[config.mk]
export PLATFORM = sky130hd
export DESIGN_NAME = mem_stage_flat
export DESIGN_NICKNAME = d
export VERILOG_FILES = /design/src/rtl/mem_stage_if.sv /design/src/rtl/mem_stage.sv /design/src/flat_wrapper.sv
export SDC_FILE = /design/constraint.sdc
export NUM_CORES = 1
export LEC_CHECK = 0
export CAP_MARGIN = 10
export CORE_ASPECT_RATIO = 1.4
export CORE_MARGIN = 2
export CORE_UTILIZATION = 38
export CTS_BUF_LIST = sky130_fd_sc_hd__clkbuf_16
export DETAILED_ROUTE_END_ITERATION = 8
export PLACE_DENSITY = 0.77
export SETUP_SLACK_MARGIN = 0.2
export SLEW_MARGIN = 25
export SYNTH_ARGS = -nofsm -noshare
export SYNTH_HDL_FRONTEND = slang
export SYNTH_SLANG_ARGS = --single-unit
export TNS_END_PERCENT = 20
[constraint.sdc]
create_clock -name clk -period 1.9 [get_ports clk]
set_input_delay 0.475 -clock clk [delete_from_list [all_inputs] [get_ports clk]]
set_output_delay 0.475 -clock clk [all_outputs]
set_load 0.005 [all_outputs]
[src/rtl/mem_stage_if.sv]
// Bundle of the upstream request, data-memory bus and writeback port around mem_stage.
// The master side belongs to the stage and the slave side to its environment.
interface mem_stage_if;
  logic        in_valid;
  logic        in_ready;
  logic        mem_read_ena;
  logic        mem_write_ena;
  logic        write_reg_need;
  logic [4:0]  write_reg_addr;
  logic [31:0] result;
  logic [31:0] write_data;
  logic [31:0] addr;

  logic        dmem_req;
  logic        dmem_we;
  logic [31:0] dmem_addr;
  logic [31:0] dmem_wdata;
  logic        dmem_ack;
  logic [31:0] dmem_rdata;

  logic        wb_valid;
  logic        wb_reg_we;
  logic [4:0]  wb_reg_addr;
  logic [31:0] wb_data;
  logic        mem_err;
  logic        bus_err;

  modport master (
    input  in_valid, mem_read_ena, mem_write_ena, write_reg_need, write_reg_addr,
           result, write_data, addr, dmem_ack, dmem_rdata,
    output in_ready, dmem_req, dmem_we, dmem_addr, dmem_wdata,
           wb_valid, wb_reg_we, wb_reg_addr, wb_data, mem_err, bus_err
  );

  modport slave (
    output in_valid, mem_read_ena, mem_write_ena, write_reg_need, write_reg_addr,
           result, write_data, addr, dmem_ack, dmem_rdata,
    input  in_ready, dmem_req, dmem_we, dmem_addr, dmem_wdata,
           wb_valid, wb_reg_we, wb_reg_addr, wb_data, mem_err, bus_err
  );
endinterface

[src/rtl/mem_stage.sv]
// Memory-access stage: one instruction at a time, word load/store over a req/ack bus
// with alignment and timeout checks, producing a one-cycle writeback record.
module mem_stage #(
  parameter int TIMEOUT_CYCLES = 16,
  parameter int CNT_W          = 5
) (
  input logic         clk,
  input logic         rst,
  mem_stage_if.master bus
);
  typedef enum logic {IDLE, BUS} state_t;

  // What the writeback needs once the bus access finishes.
  typedef struct packed {
    logic        load;
    logic        reg_we;
    logic [31:0] result;
  } pend_t;

  state_t           state;
  pend_t            pend;
  logic [CNT_W-1:0] cnt;

  logic is_mem, illegal, reg_we_in, timeout;

  assign bus.in_ready = (state == IDLE);
  assign is_mem    = bus.mem_read_ena | bus.mem_write_ena;
  assign illegal   = (bus.mem_read_ena & bus.mem_write_ena) | (is_mem & (bus.addr[1:0] != 2'b00));
  assign reg_we_in = bus.write_reg_need & (bus.write_reg_addr != 5'd0);
  assign timeout   = (cnt == CNT_W'(TIMEOUT_CYCLES - 1));

  always_ff @(posedge clk) begin
    if (rst) begin
      state           <= IDLE;
      pend            <= '0;
      cnt             <= '0;
      bus.dmem_req    <= 1'b0;
      bus.dmem_we     <= 1'b0;
      bus.dmem_addr   <= '0;
      bus.dmem_wdata  <= '0;
      bus.wb_valid    <= 1'b0;
      bus.wb_reg_we   <= 1'b0;
      bus.wb_reg_addr <= '0;
      bus.wb_data     <= '0;
      bus.mem_err     <= 1'b0;
      bus.bus_err     <= 1'b0;
    end else begin
      bus.wb_valid  <= 1'b0;
      bus.wb_reg_we <= 1'b0;
      bus.mem_err   <= 1'b0;
      bus.bus_err   <= 1'b0;
      case (state)
        IDLE: begin
          if (bus.in_valid) begin
            bus.wb_reg_addr <= bus.write_reg_addr;
            if (illegal) begin
              bus.wb_valid <= 1'b1;
              bus.mem_err  <= 1'b1;
              bus.wb_data  <= bus.result;
            end else if (!is_mem) begin
              bus.wb_valid  <= 1'b1;
              bus.wb_reg_we <= reg_we_in;
              bus.wb_data   <= bus.result;
            end else begin
              state          <= BUS;
              cnt            <= '0;
              pend.load      <= bus.mem_read_ena;
              pend.reg_we    <= reg_we_in;
              pend.result    <= bus.result;
              bus.dmem_req   <= 1'b1;
              bus.dmem_we    <= bus.mem_write_ena;
              bus.dmem_addr  <= {bus.addr[31:2], 2'b00};
              bus.dmem_wdata <= bus.write_data;
            end
          end
        end
        BUS: begin
          // An ack on the last allowed cycle still completes the access.
          if (bus.dmem_ack) begin
            state         <= IDLE;
            bus.dmem_req  <= 1'b0;
            bus.wb_valid  <= 1'b1;
            bus.wb_reg_we <= pend.load & pend.reg_we;
            bus.wb_data   <= pend.load ? bus.dmem_rdata : pend.result;
          end else if (timeout) begin
            state        <= IDLE;
            bus.dmem_req <= 1'b0;
            bus.wb_valid <= 1'b1;
            bus.bus_err  <= 1'b1;
            bus.wb_data  <= pend.result;
          end else begin
            cnt <= cnt + CNT_W'(1);
          end
        end
        default: state <= IDLE;
      endcase
    end
  end
endmodule

[src/flat_wrapper.sv]
// flat-port wrapper written by rule: the top's interface ports become plain ports
module mem_stage_flat 
#(
  parameter int TIMEOUT_CYCLES = 16,
  parameter int CNT_W          = 5
)
  (clk, rst, bus_in_valid, bus_mem_read_ena, bus_mem_write_ena, bus_write_reg_need, bus_write_reg_addr, bus_result, bus_write_data, bus_addr, bus_dmem_ack, bus_dmem_rdata, bus_in_ready, bus_dmem_req, bus_dmem_we, bus_dmem_addr, bus_dmem_wdata, bus_wb_valid, bus_wb_reg_we, bus_wb_reg_addr, bus_wb_data, bus_mem_err, bus_bus_err);
  mem_stage_if bus_i ();
  input logic clk;
  input logic rst;
  input wire logic [$bits(bus_i.in_valid)-1:0] bus_in_valid;
  input wire logic [$bits(bus_i.mem_read_ena)-1:0] bus_mem_read_ena;
  input wire logic [$bits(bus_i.mem_write_ena)-1:0] bus_mem_write_ena;
  input wire logic [$bits(bus_i.write_reg_need)-1:0] bus_write_reg_need;
  input wire logic [$bits(bus_i.write_reg_addr)-1:0] bus_write_reg_addr;
  input wire logic [$bits(bus_i.result)-1:0] bus_result;
  input wire logic [$bits(bus_i.write_data)-1:0] bus_write_data;
  input wire logic [$bits(bus_i.addr)-1:0] bus_addr;
  input wire logic [$bits(bus_i.dmem_ack)-1:0] bus_dmem_ack;
  input wire logic [$bits(bus_i.dmem_rdata)-1:0] bus_dmem_rdata;
  output wire logic [$bits(bus_i.in_ready)-1:0] bus_in_ready;
  output wire logic [$bits(bus_i.dmem_req)-1:0] bus_dmem_req;
  output wire logic [$bits(bus_i.dmem_we)-1:0] bus_dmem_we;
  output wire logic [$bits(bus_i.dmem_addr)-1:0] bus_dmem_addr;
  output wire logic [$bits(bus_i.dmem_wdata)-1:0] bus_dmem_wdata;
  output wire logic [$bits(bus_i.wb_valid)-1:0] bus_wb_valid;
  output wire logic [$bits(bus_i.wb_reg_we)-1:0] bus_wb_reg_we;
  output wire logic [$bits(bus_i.wb_reg_addr)-1:0] bus_wb_reg_addr;
  output wire logic [$bits(bus_i.wb_data)-1:0] bus_wb_data;
  output wire logic [$bits(bus_i.mem_err)-1:0] bus_mem_err;
  output wire logic [$bits(bus_i.bus_err)-1:0] bus_bus_err;
  assign bus_i.in_valid = bus_in_valid;
  assign bus_i.mem_read_ena = bus_mem_read_ena;
  assign bus_i.mem_write_ena = bus_mem_write_ena;
  assign bus_i.write_reg_need = bus_write_reg_need;
  assign bus_i.write_reg_addr = bus_write_reg_addr;
  assign bus_i.result = bus_result;
  assign bus_i.write_data = bus_write_data;
  assign bus_i.addr = bus_addr;
  assign bus_i.dmem_ack = bus_dmem_ack;
  assign bus_i.dmem_rdata = bus_dmem_rdata;
  assign bus_in_ready = bus_i.in_ready;
  assign bus_dmem_req = bus_i.dmem_req;
  assign bus_dmem_we = bus_i.dmem_we;
  assign bus_dmem_addr = bus_i.dmem_addr;
  assign bus_dmem_wdata = bus_i.dmem_wdata;
  assign bus_wb_valid = bus_i.wb_valid;
  assign bus_wb_reg_we = bus_i.wb_reg_we;
  assign bus_wb_reg_addr = bus_i.wb_reg_addr;
  assign bus_wb_data = bus_i.wb_data;
  assign bus_mem_err = bus_i.mem_err;
  assign bus_bus_err = bus_i.bus_err;
  mem_stage #(.TIMEOUT_CYCLES(TIMEOUT_CYCLES), .CNT_W(CNT_W)) u_core (.clk(clk), .rst(rst), .bus(bus_i));
endmodule
After elaboration in Yosys (flattened, before gate mapping) --
Index checks and enable logic that the tools add are counted.
Operators by class: add/sub/neg operators 1, eq/ne operators 8, multiplexer cells 37, bitwise gates (word level) 9, reduce and logical (&&, ||, !) cells 9
Operator list (number):
- 32-bit 2-to-1 mux | 6
- 32-bit one-hot mux with 2 select lines | 1
- 5-bit 2-to-1 mux | 5
- 1-bit 2-to-1 mux | 20
- 5-bit one-hot mux with 2 select lines | 1
- 2-bit != test, second input constant | 4
- 1-bit one-hot mux with 2 select lines | 4
- 4-bit AND reduction | 2
- 3-bit != test, second input constant | 2
- 3-bit OR reduction | 2
- 5-bit by 1-bit adder with 5-bit output, second input constant | 1
- 5-bit by 4-bit == test with 1-bit output, second input constant | 1
- 5-bit AND reduction | 1
- 5-bit nonzero test | 1
- 1-bit bitwise AND | 4
- 1-bit inverter | 3
- 3-bit AND reduction | 1
- 2-bit by 1-bit != test with 1-bit output, second input constant | 1
- 1-bit bitwise OR | 2
- 2-bit AND reduction | 1
- 2-bit nonzero test | 1
Storage, ports and cells: flip-flop bits (word level) 145, bits of input ports 140, output and inout port bits 108

Depth between registers and ports, before layout --
Gate-level depths: netlist of the first run.
word-level depth 6, mapped depth 8

Worst setup path after synthesis of the first run --
OpenSTA, ideal clock, no wires.
path kind reg-to-reg, start register u_core.cnt[0], end register u_core.bus.wb_data[0] (netlist name), setup time 0.065 ns, arrival 1.887 ns, required time 1.835 ns, setup slack -0.052 ns, stages on the path, launching flop included 9, buffers on the path 1, period minus slack after synthesis 1.952 ns, path through dfxtp_1 -> ha_1 -> and3_1 -> ha_1 -> nor3b_1 -> a311o_1 -> buf_2 -> a222oi_1 -> nor2_1
On the way: word-level cells in the longest chain between the ends 3
RTL lines:
- start, declared | RTL line mem_stage.sv:22 | logic [CNT_W-1:0] cnt;
- start signal, assigned | RTL line mem_stage.sv:92 | cnt <= cnt + CNT_W'(1);
- 5-bit by 4-bit == test with 1-bit output | RTL line mem_stage.sv:30 | assign timeout = (cnt == CNT_W'(TIMEOUT_CYCLES - 1));
- via u_core.timeout | RTL line mem_stage.sv:24 | logic is_mem, illegal, reg_we_in, timeout;
- 3-bit != test (no line)
- 3-bit AND reduction (no line)
- end signal, assigned | RTL line mem_stage.sv:59 | bus.wb_data <= bus.result;
- end signal, assigned | RTL line mem_stage.sv:63 | bus.wb_data <= bus.result;
- end signal, assigned | RTL line mem_stage.sv:84 | bus.wb_data <= pend.load ? bus.dmem_rdata : pend.result;
- end, declared | RTL line mem_stage_if.sv:32 | wb_valid, wb_reg_we, wb_reg_addr, wb_data, mem_err, bus_err
The timed path passes the listed nets, and every way through them passes these cells. A chain may end at the register's enable or synchronous reset.

Worst setup path in the final report of the first run --
start register u_core.cnt[1], end register u_core.bus.wb_data[15] (netlist name)
The elaborated chain is that of the path after synthesis.

==> results of run 1 <==
-- placed cells by master (no fill, tap or decap), types with 3 or more instances in the layout --
master	count
dfxtp_2	9
clkinvlp_4	7
nor2_2	3
dfxtp_1	136
clkdlybuf4s50_1	139
nand2_1	201
mux2_2	32
nor2_1	42
buf_4	29
buf_12	9
buf_6	7
clkbuf_16	19
a222oi_1	32
dlymetal6s2s_1	104
a21oi_1	103
-- power breakdown --
group,internal [mW],switching [mW],leakage [nW],total [mW]
Clock,1.92,1.30,0.261,3.22
Sequential,3.15,0.0521,1.18,3.20
Combinational,0.558,0.366,3.69,0.924
-- sequential cells by signal, indices dropped and copies added, names as in the netlist, 5 cells and up --
register,cells
u_core.bus.wb_data,32
u_core.bus.dmem_wdata,32
u_core.pend,34
u_core.bus.wb_reg_addr,5
u_core.cnt,5
u_core.bus.dmem_addr,30
-- logic make-up after synthesis --
group / synth area share
xor+xnor: 0.00159
compound gates: 0.164
other cells: 0.000679
buf+inv: 0.0444
fa+ha+maj: 0.00634
flops: 0.525
simple gates: 0.192
mux: 0.0652
-- stage by stage --
stage	std cells	setup slack (ns)	hold WS (ns)	TNS [ns]	cell area, µm²
finish	1111	0.0269	0.282	0	9470
global route	1111	-0.0713	0.276	-0.556	9470
CTS	1104	0.0515	0.265	0	9040
detailed placement	1068	-0.414	0.445	-31.32	8430
global placement	1068	-0.377	0.438	-29.40	8430
floorplan	652	0.125	0.433	0	5600
-- final timing paths --
kind / end / cells after the start
max reg2reg: u_core.bus.wb_data[15] / 8
max: u_core.bus.wb_data[15] / 8
min: u_core.bus.wb_reg_addr[2] / 2
min reg2reg: u_core.bus.dmem_wdata[17] / 2
-- per-layer routing --
layer | global-route usage | up-vias | wire (µm)
met2 | 0.383 | 208 | 9360
met4 | 0.0967 | 0 | 544
met5 | 0 | - | 0
li1 | - | 2752 | -
met1 | 0.253 | 2595 | 7080
met3 | 0.0500 | 32 | 1100
-- timing repair --
action | 4_1_cts | 5_1_grt
cloned | 0 | 2
setup endpoints to repair | 143 | 242
pin swaps | 2 | 18
gates resized for setup | 4 | 129
buffers inserted | 5 | 5
-- cell type report --
type                            count  area [µm²]
Clock inverter                     14         144
Timing Repair Buffer              292        3240
Fill cell                        1153        4840
Tap cell                          189         236
Sequential cell                   145        2910
Clock buffer                       17         425
Inverter                            2        7.51
Multi-Input combinational cell    452        2500
-- critical path, stage by stage, from the launching register on --
cell	delay, ns
dfxtp_2	0.35
ha_4	0.13
and3_4	0.19
ha_4	0.15
nor3b_4	0.05
a311o_1	0.34
buf_12	0.19
a222oi_1	0.27
nor2_1	0.07
==> results.cfg, run 1 <==
[clock_tree]
clkTransAtPathRegs_ns = 0.06
cts_hold_buffers = 0
root_buffer = clkbuf_16
cts_sinks = 145
cts_made_buffers = 17
clock_path_buffers = 2
clock_latency_ns = 0.41
cts_tree = yes
htreeDepth = 4

[global_routing]
grt_max_degree = 98
grt_usage = 0.219
grt_pass1_wl_mm = 27.1
grt_remaining_overflow = 0
antenna_found_initial = 0
grt_pass1_vias = 5314

[yosys]
yosysTopAreaCell = dfxtp_1
synthDominantCellAreaShare = 0.525
synth_common_cells = 203 x nand2_1, 145 x dfxtp_1, 105 x a21oi_1
ys_async_sr_fraction = 0
postSynthAreaPerCell_um2 = 8.49
synth-edff-count = 0
netlist_area_um2 = 5530
yosysSeqAreaShare = 0.525
synthFlopType = dfxtp_1
ys_warn_count = 0
ys_top_cells_by_area = dfxtp_1 53%, nand2_1 14%, a21oi_1 9.5%
syn-instance-count = 651
synth_cell_types = 36
yosys_register_bits = 145
yosysMostFrequentCell = nand2_1

[route]
drt_iter0_drc = 350
drcViolationCount = 0
ant_nets = 0
post_drt_wl_per_cell_um = 16.3
firstDrtPassIters = 5
vias_per_cell = 5.03
wl_mm = 18.1
vias = 5587

[floorplan]
die_height_um = 147
io_pins = 248
initial_core_util = 0.386
rows = 52
die_x_um = 106
dieArea_um2 = 15500
coreArea_um2 = 14300

[cells_and_area]
n_antenna_cell = 0
nNetsFinal = 1052
area_delta_synth_final_pct = 71.4
postLayoutCoreUtil = 0.662
drive_above_1_share = 0.151

[critical_path]
cp_max_fo = 25
worst_setup_path_end_kind = register
startpoint_type = register
startpoint = u_core.cnt[1]
rr_startpoint = u_core.cnt[1]
worstPathArrival_ns = 2.15
r2r_slack_ns = 0.03
cp.required_ns = 2.18
crit_type = register to register

[sta]
fmax_mhz = 534
fin_crit_sh = 0.986
setup_viol = 0
hold_violations = 0
slew_violations = 0
period_needed_ns = 1.87
finClkSkew_ns = 0.00913
rsz0062_at_grt = true

[power]
vdd_drop_max_uv = 489
p_leak_nw = 5.13
power.density_nw_per_um2 = 775
power.total_mw = 7.34

[placement]
gp_congestion = 0.793
io_buffers = 245
dp_hpwl_mm = 11.9

[run]
drv_cap = 0

[worst_hold_path]
hold_start = rst
hold_class = primary input to register

[run_status]
status = complete, no violations
Power figures use the tool's default switching activity.
==> run 2, diff against run 1 <==
--- a/config.mk
+++ b/config.mk
@@ -5,7 +5,7 @@
 export SDC_FILE = /design/constraint.sdc
 export NUM_CORES = 1
 export LEC_CHECK = 0
-export CAP_MARGIN = 10
+export CAP_MARGIN = 20
 export CORE_ASPECT_RATIO = 1.4
 export CORE_MARGIN = 2
 export CORE_UTILIZATION = 38
@@ -13,6 +13,7 @@
 export DETAILED_ROUTE_END_ITERATION = 8
 export PLACE_DENSITY = 0.77
 export SETUP_SLACK_MARGIN = 0.2
+export SKIP_LAST_GASP = 1
 export SLEW_MARGIN = 25
 export SYNTH_ARGS = -nofsm -noshare
 export SYNTH_HDL_FRONTEND = slang
==> run 2 against run 1 <==
Against the previous run: first-iteration DRC count increased by 5.4%; final cell count unchanged; largest power group unchanged; die area stayed put; sequential cell count is the same; register-to-register slack better by 0.02 ns; combinational power increased by 2%; count of clock-buffer cells in the layout did not move; via count decreased by 1.1%.
==> results.cfg, run 2 (synthesis gave the netlist of run 1 again) <==
[run_status]
status = complete, no violations

[clock_tree]
clock_latency_ns = 0.41
cts_sinks = 145
cts_made_buffers = 17
htreeDepth = 4
cts_tree = yes
clkTransAtPathRegs_ns = 0.06
clock_path_buffers = 2
root_buffer = clkbuf_16

[global_routing]
grt_pass1_wl_mm = 27.1
grt_pass1_vias = 5314
grt_max_degree = 98
antenna_found_initial = 0
grt_remaining_overflow = 0
grt_usage = 0.219

[placement]
placed_area_um2 = 8430
dp_hpwl_mm = 11.9
dp.cells = 1068
io_buffers = 245
gp_congestion = 0.793

[cells_and_area]
fin_area_um2 = 9220
fillCellCount = 1196
top_register = u_core.pend
drive_above_1_share = 0.144
top_regs = u_core.pend (34), u_core.bus.dmem_wdata (32), u_core.bus.wb_data (32)
final_common_cell = clkdlybuf4s50_1
n_antenna_cell = 0
largest_register_ffs = 34
final_cell_mix = 235 x clkdlybuf4s50_1, 201 x nand2_1, 142 x dfxtp_1
seqCellArea_um2 = 2910
multi_input_area_um2 = 2500
final_cells = 1111
nNetsFinal = 1052
area_delta_synth_final_pct = 66.8

[critical_path]
cp_max_fo = 25
crit_slowest_cell = dfxtp_2
r2r_slack_ns = 0.05
startpoint_type = register
path_buf_inv = 1
crit_type = register to register
worst_setup_path_end_kind = register
worstPathArrival_ns = 2.13
critPathTopFamily = compound AO/OA/AOI/OAI gates
critPathMaxStageDelay_ns = 0.35
startpoint = u_core.cnt[1]
cp.required_ns = 2.18
rr_startpoint = u_core.cnt[1]
crit_path_frequent_cell = ha_4
crit_chain = ha_4, and3_4, ha_4, nor3b_4, a311o_1, buf_12, a222oi_1, nor2_1

[floorplan]
initial_core_util = 0.386
rows = 52
die_x_um = 106
coreArea_um2 = 14300
io_pins = 248
die_height_um = 147
dieArea_um2 = 15500

[worst_hold_path]
hold_start = rst
hold_class = primary input to register

[route]
post_drt_wl_per_cell_um = 15.9
drt_iter0_drc = 369
ant_nets = 0
wl_mm = 17.7
vias = 5527
vias_per_cell = 4.97
drcViolationCount = 0
firstDrtPassIters = 5

[sta]
slew_violations = 0
fmax_mhz = 540
setup_viol = 0
fin_crit_sh = 0.975
hold_violations = 0
rsz0062_at_grt = true
period_needed_ns = 1.85
finClkSkew_ns = 0.0105

[power]
p_leak_nw = 3.45
swShare = 0.234
pwr-share-seq = 0.435
clkPwrFrac = 0.438
vdd_drop_max_uv = 484
power.density_nw_per_um2 = 799
power.switching_mw = 1.72
p_int_mw = 5.64
power_frac_comb = 0.128

[run]
drv_cap = 0
-- run 2: cell count changes in the layout (fill, tap and decap cells not counted) --
cell / before / now
clkdlybuf4s50_1: 139 / 235
dlymetal6s2s_1: 104 / 8
dfxtp_1: 136 / 142
dfxtp_2: 9 / 3
buf_4: 29 / 30
buf_8: 1 / 0
-- run 2: worst paths after layout --
| kind | cells after the start | to |
|---|---|---|
| worst max register to register | 8 | u_core.bus.wb_data[15] |
| worst max-delay path | 8 | u_core.bus.wb_data[15] |
| worst min-delay path | 2 | u_core.bus.wb_reg_addr[0] |
| worst min register to register | 2 | u_core.bus.dmem_wdata[11] |
-- run 2: through the flow --
stage	hold WS [ns]	total power [mW]	setup slack (ns)	setup TNS, ns	util
2_1_floorplan	0.433	3.57	0.125	0	-
3_3_place_gp	0.438	4.17	-0.377	-29.40	0.589
3_5_place_dp	0.445	4.18	-0.414	-31.32	0.589
4_1_cts	0.265	7.42	0.0515	0	0.632
5_1_grt	0.275	7.65	-0.0569	-0.503	0.644
6_report	0.286	7.36	0.0469	0	0.644
-- run 2: worst reg2reg max path: stages (launching register included) --
cell and delay (ns):
dfxtp_2 0.35, ha_4 0.13, and3_4 0.18, ha_4 0.15
nor3b_4 0.05, a311o_1 0.34, buf_12 0.19, a222oi_1 0.26
nor2_1 0.08
-- run 2: final cells by class --
cell class | instances | area share
Clock buffer | 17 | 0.0462
Clock inverter | 14 | 0.0156
Inverter | 2 | 0.000815
Multi-Input combinational cell | 452 | 0.271
Sequential cell | 145 | 0.315
Tap cell | 189 | 0.0257
Timing Repair Buffer | 292 | 0.325
-- run 2: routing by layer --
| layer | GRT usage | vias up | part of all wire |
|---|---|---|---|
| met3 | 0.0500 | 26 | 0.059 |
| met1 | 0.253 | 2564 | 0.40 |
| met4 | 0.0967 | 0 | 0.024 |
| met2 | 0.383 | 193 | 0.52 |
| li1 | - | 2744 | - |
| met5 | 0 | - | 0 |
-- run 2: power groups by stage --
stage / Combinational (mW) / Clock, mW / Sequential (mW)
6_report: 0.940 / 3.22 / 3.20
5_1_grt: 1.01 / 3.43 / 3.21
4_1_cts: 0.918 / 3.30 / 3.20
3_5_place_dp: 0.912 / 0 / 3.26
3_3_place_gp: 0.902 / 0 / 3.26
2_1_floorplan: 0.302 / 0 / 3.27
-- run 2: timing repair --
action                     in CTS  in global routing
hold buffers                    0                  0
buffers inserted                5                  5
setup endpoints to repair     143                242
gates cloned                    0                  2
pin swaps                       2                 16
resized for setup               4                 25
==> run 3, diff against run 2 <==
--- a/config.mk
+++ b/config.mk
@@ -5,13 +5,13 @@
 export SDC_FILE = /design/constraint.sdc
 export NUM_CORES = 1
 export LEC_CHECK = 0
-export CAP_MARGIN = 20
+export ABC_AREA = 1
 export CORE_ASPECT_RATIO = 1.4
 export CORE_MARGIN = 2
 export CORE_UTILIZATION = 38
 export CTS_BUF_LIST = sky130_fd_sc_hd__clkbuf_16
 export DETAILED_ROUTE_END_ITERATION = 8
-export PLACE_DENSITY = 0.77
+export PLACE_DENSITY = 0.76
 export SETUP_SLACK_MARGIN = 0.2
 export SKIP_LAST_GASP = 1
 export SLEW_MARGIN = 25
==> run 3 against run 2 <==
Against the previous run: count of clock-buffer cells in the layout is the same; die area grew 4.3%; utilization shrank 0.93 points; worst hold slack gained 0.17 ns; critical endpoint is now bus_wb_data[20]; wire length grew 7.5%; power grew 7.1%; global-route usage grew 0.051 points; synthesized cell count grew 23%; worst setup slack gained 0.055 ns; register-to-register slack gained 0.06 ns.
==> results.cfg, run 3 <==
[route]
drcViolationCount = 0
firstDrtPassIters = 5
wl_mm = 19.0
post_drt_wl_per_cell_um = 15.2
vias = 6071
vias_per_cell = 4.87
drt_iter0_drc = 280
ant_nets = 0

[placement]
pre_cts_slack_ns = -0.100
dp_hpwl_mm = 12.2
dp.cells = 1203
gp_congestion = 0.813
io_buffers = 245

[floorplan]
dieArea_um2 = 16200
die_height_um = 150
die_x_um = 108
io_pins = 248
coreArea_um2 = 14900
rows = 53
initial_core_util = 0.387

[cells_and_area]
nNetsFinal = 1184
largest_register_ffs = 34
final_cell_mix = 242 x clkdlybuf4s50_1, 237 x nand2_1, 142 x dfxtp_1
final_cells = 1246
top_regs = u_core.pend (34), u_core.bus.dmem_wdata (32), u_core.bus.wb_data (32)
final_common_cell = clkdlybuf4s50_1
multi_input_area_um2 = 2650
drive_above_1_share = 0.104
fillCellCount = 1322
n_antenna_cell = 0
area_delta_synth_final_pct = 64.1
top_register = u_core.pend
seqCellArea_um2 = 2910

[worst_hold_path]
hold_class = register to register
holdPathEnd = u_core.bus.dmem_req
hold_start = u_core.bus.dmem_req
holdPathStages = 2

[power]
p_leak_nw = 3.48
vdd_drop_max_uv = 530
power.density_nw_per_um2 = 832
power.total_mw = 7.88

[yosys]
yosys.area_share.adder = 0.00434
synth_top_family_by_area = simple AND/OR/NAND/NOR gates
synthFlopType = dfxtp_1
ys_async_sr_fraction = 0
postSynthAreaPerCell_um2 = 7.21
synthDominantCellAreaShare = 0.503
synth_xor_area_frac = 0
ys_warn_count = 0
synth_cell_types = 24
yosysMostFrequentCell = nand2_1
netlist_area_um2 = 5770
synth_common_cells = 238 x nand2_1, 145 x dfxtp_1, 108 x a21oi_1
yosys.area_share.simple = 0.244
muxShareOfSynthArea = 0
synth-edff-count = 0
synth_compound_area_frac = 0.184
yosys_register_bits = 145
yosysTopAreaCell = dfxtp_1
yosysSeqAreaShare = 0.503
ys_top_cells_by_area = dfxtp_1 50%, nand2_1 15%, a21oi_1 9.4%
syn-instance-count = 800

[critical_path]
critPathMaxStageDelay_ns = 0.57
r2r_slack_ns = 0.11
rr_startpoint = u_core.cnt[1]
r2r-end = u_core.bus.wb_data[3]
worst_setup_path_end_kind = output pin
startpoint_type = register
cp.required_ns = 1.42
path_buf_inv = 1
crit_type = register to output pin
crit_slowest_cell = clkdlybuf4s50_1
worstPathArrival_ns = 1.32
crit_chain = clkdlybuf4s50_1
cp_max_fo = 2
critPathTopFamily = buffers and inverters
reg2reg_depth = 9

[sta]
finClkSkew_ns = 0.0102
relSlewSlack = 0.654
worst_slew_pin_slew_ns = 0.519
hold_violations = 0
slew_violations = 0
rsz0062_at_grt = true
setup_slack_ns = 0.102
setup_viol = 0
fin_setup_tns_ns = 0
period_needed_ns = 1.80
fmax_mhz = 556
fin_crit_sh = 0.946

[global_routing]
antenna_found_initial = 0
grt_pass1_wl_mm = 27.8
grt_remaining_overflow = 0
grt_max_degree = 106
grt_usage = 0.219
grt_pass1_vias = 5575

[clock_tree]
root_buffer = clkbuf_16
cts_sinks = 145
htreeDepth = 4
clock_latency_ns = 0.42
clock_path_buffers = 2
cts_made_buffers = 17
cts_tree = yes
clkTransAtPathRegs_ns = 0.06
cts_hold_buffers = 0

[run]
drv_cap = 0

[run_status]
status = complete, no violations
==> run 3: cell count changes in the layout (fill, tap and decap cells not counted), sizes merged, moves of 4 or more <==
cell	change
clkinvlp	-5
nand3	+7
clkinv	+5
nor2	+63
mux2	-32
buf	-15
clkdlybuf4s50	+7
dlymetal6s2s	-7
a222oi	-32
nand2	+35
inv	+15
o21ai	+101
clkbuf	+4
==> run 3: metrics by stage <==
step,util,cell area (µm²),hold slack [ns]
3_5_place_dp,0.567,8460,0.445
2_1_floorplan,-,5770,0.442
3_3_place_gp,0.567,8460,0.436
5_1_grt,0.635,9470,0.473
4_1_cts,0.610,9100,0.453
6_report,0.635,9470,0.457
==> run 3: area by class of cell <==
class,instances,area share
clock buffers,17,0.0449
clock inverters,14,0.0201
inverters,19,0.00833
multi-input cells,578,0.280
flip-flops and latches,145,0.308
well taps,192,0.0254
repair buffers,281,0.314
==> run 3: worst max-delay path by stage <==
| stage | cells past startpoint | slack, ns | start | endpoint |
|---|---|---|---|---|
| after CTS | 1 | 0.11 | u_core.bus.wb_data[27] | bus_wb_data[27] |
| after detailed placement | 6 | -0.10 | bus_dmem_ack | u_core.bus.wb_data[17] |
| after global placement | 9 | -0.04 | bus_mem_write_ena | u_core.pend[32] |
| after global routing | 8 | 0.02 | bus_dmem_ack | u_core.bus.wb_data[10] |
| after floorplan | 9 | 0.24 | u_core.cnt[0] | u_core.bus.wb_data[0] |
| final | 1 | 0.10 | u_core.bus.wb_data[20] | bus_wb_data[20] |
==> run 3: cell families after synthesis <==
logic type | after synthesis
simple gates | 362
flops | 145
fa+ha+maj | 2
compound gates | 212
buf+inv | 78
other cells | 1
==> run 3: routing by layer <==
layer,part of all wire,global-route usage,vias to the layer above
met5,0,0,-
met4,0.025,0.0897,0
met3,0.062,0.0510,33
met2,0.51,0.374,222
met1,0.40,0.264,2754
li1,-,-,3062
==> run 3: timing repair <==
action,in CTS,in global routing
cloned,0,8
pin swaps,0,35
endpoints found under the hold margin,0,0
resized for setup,8,71
setup buffers,1,3
setup endpoints to repair,136,140
==> run 3: where the power goes <==
part	internal [mW]	leakage (nW)	total, mW	switching (mW)
sequential	3.17	1.18	3.25	0.0757
combinational	0.671	2.00	1.14	0.468
clock	2.19	0.299	3.50	1.31
total	6.03	3.48	7.88	1.85
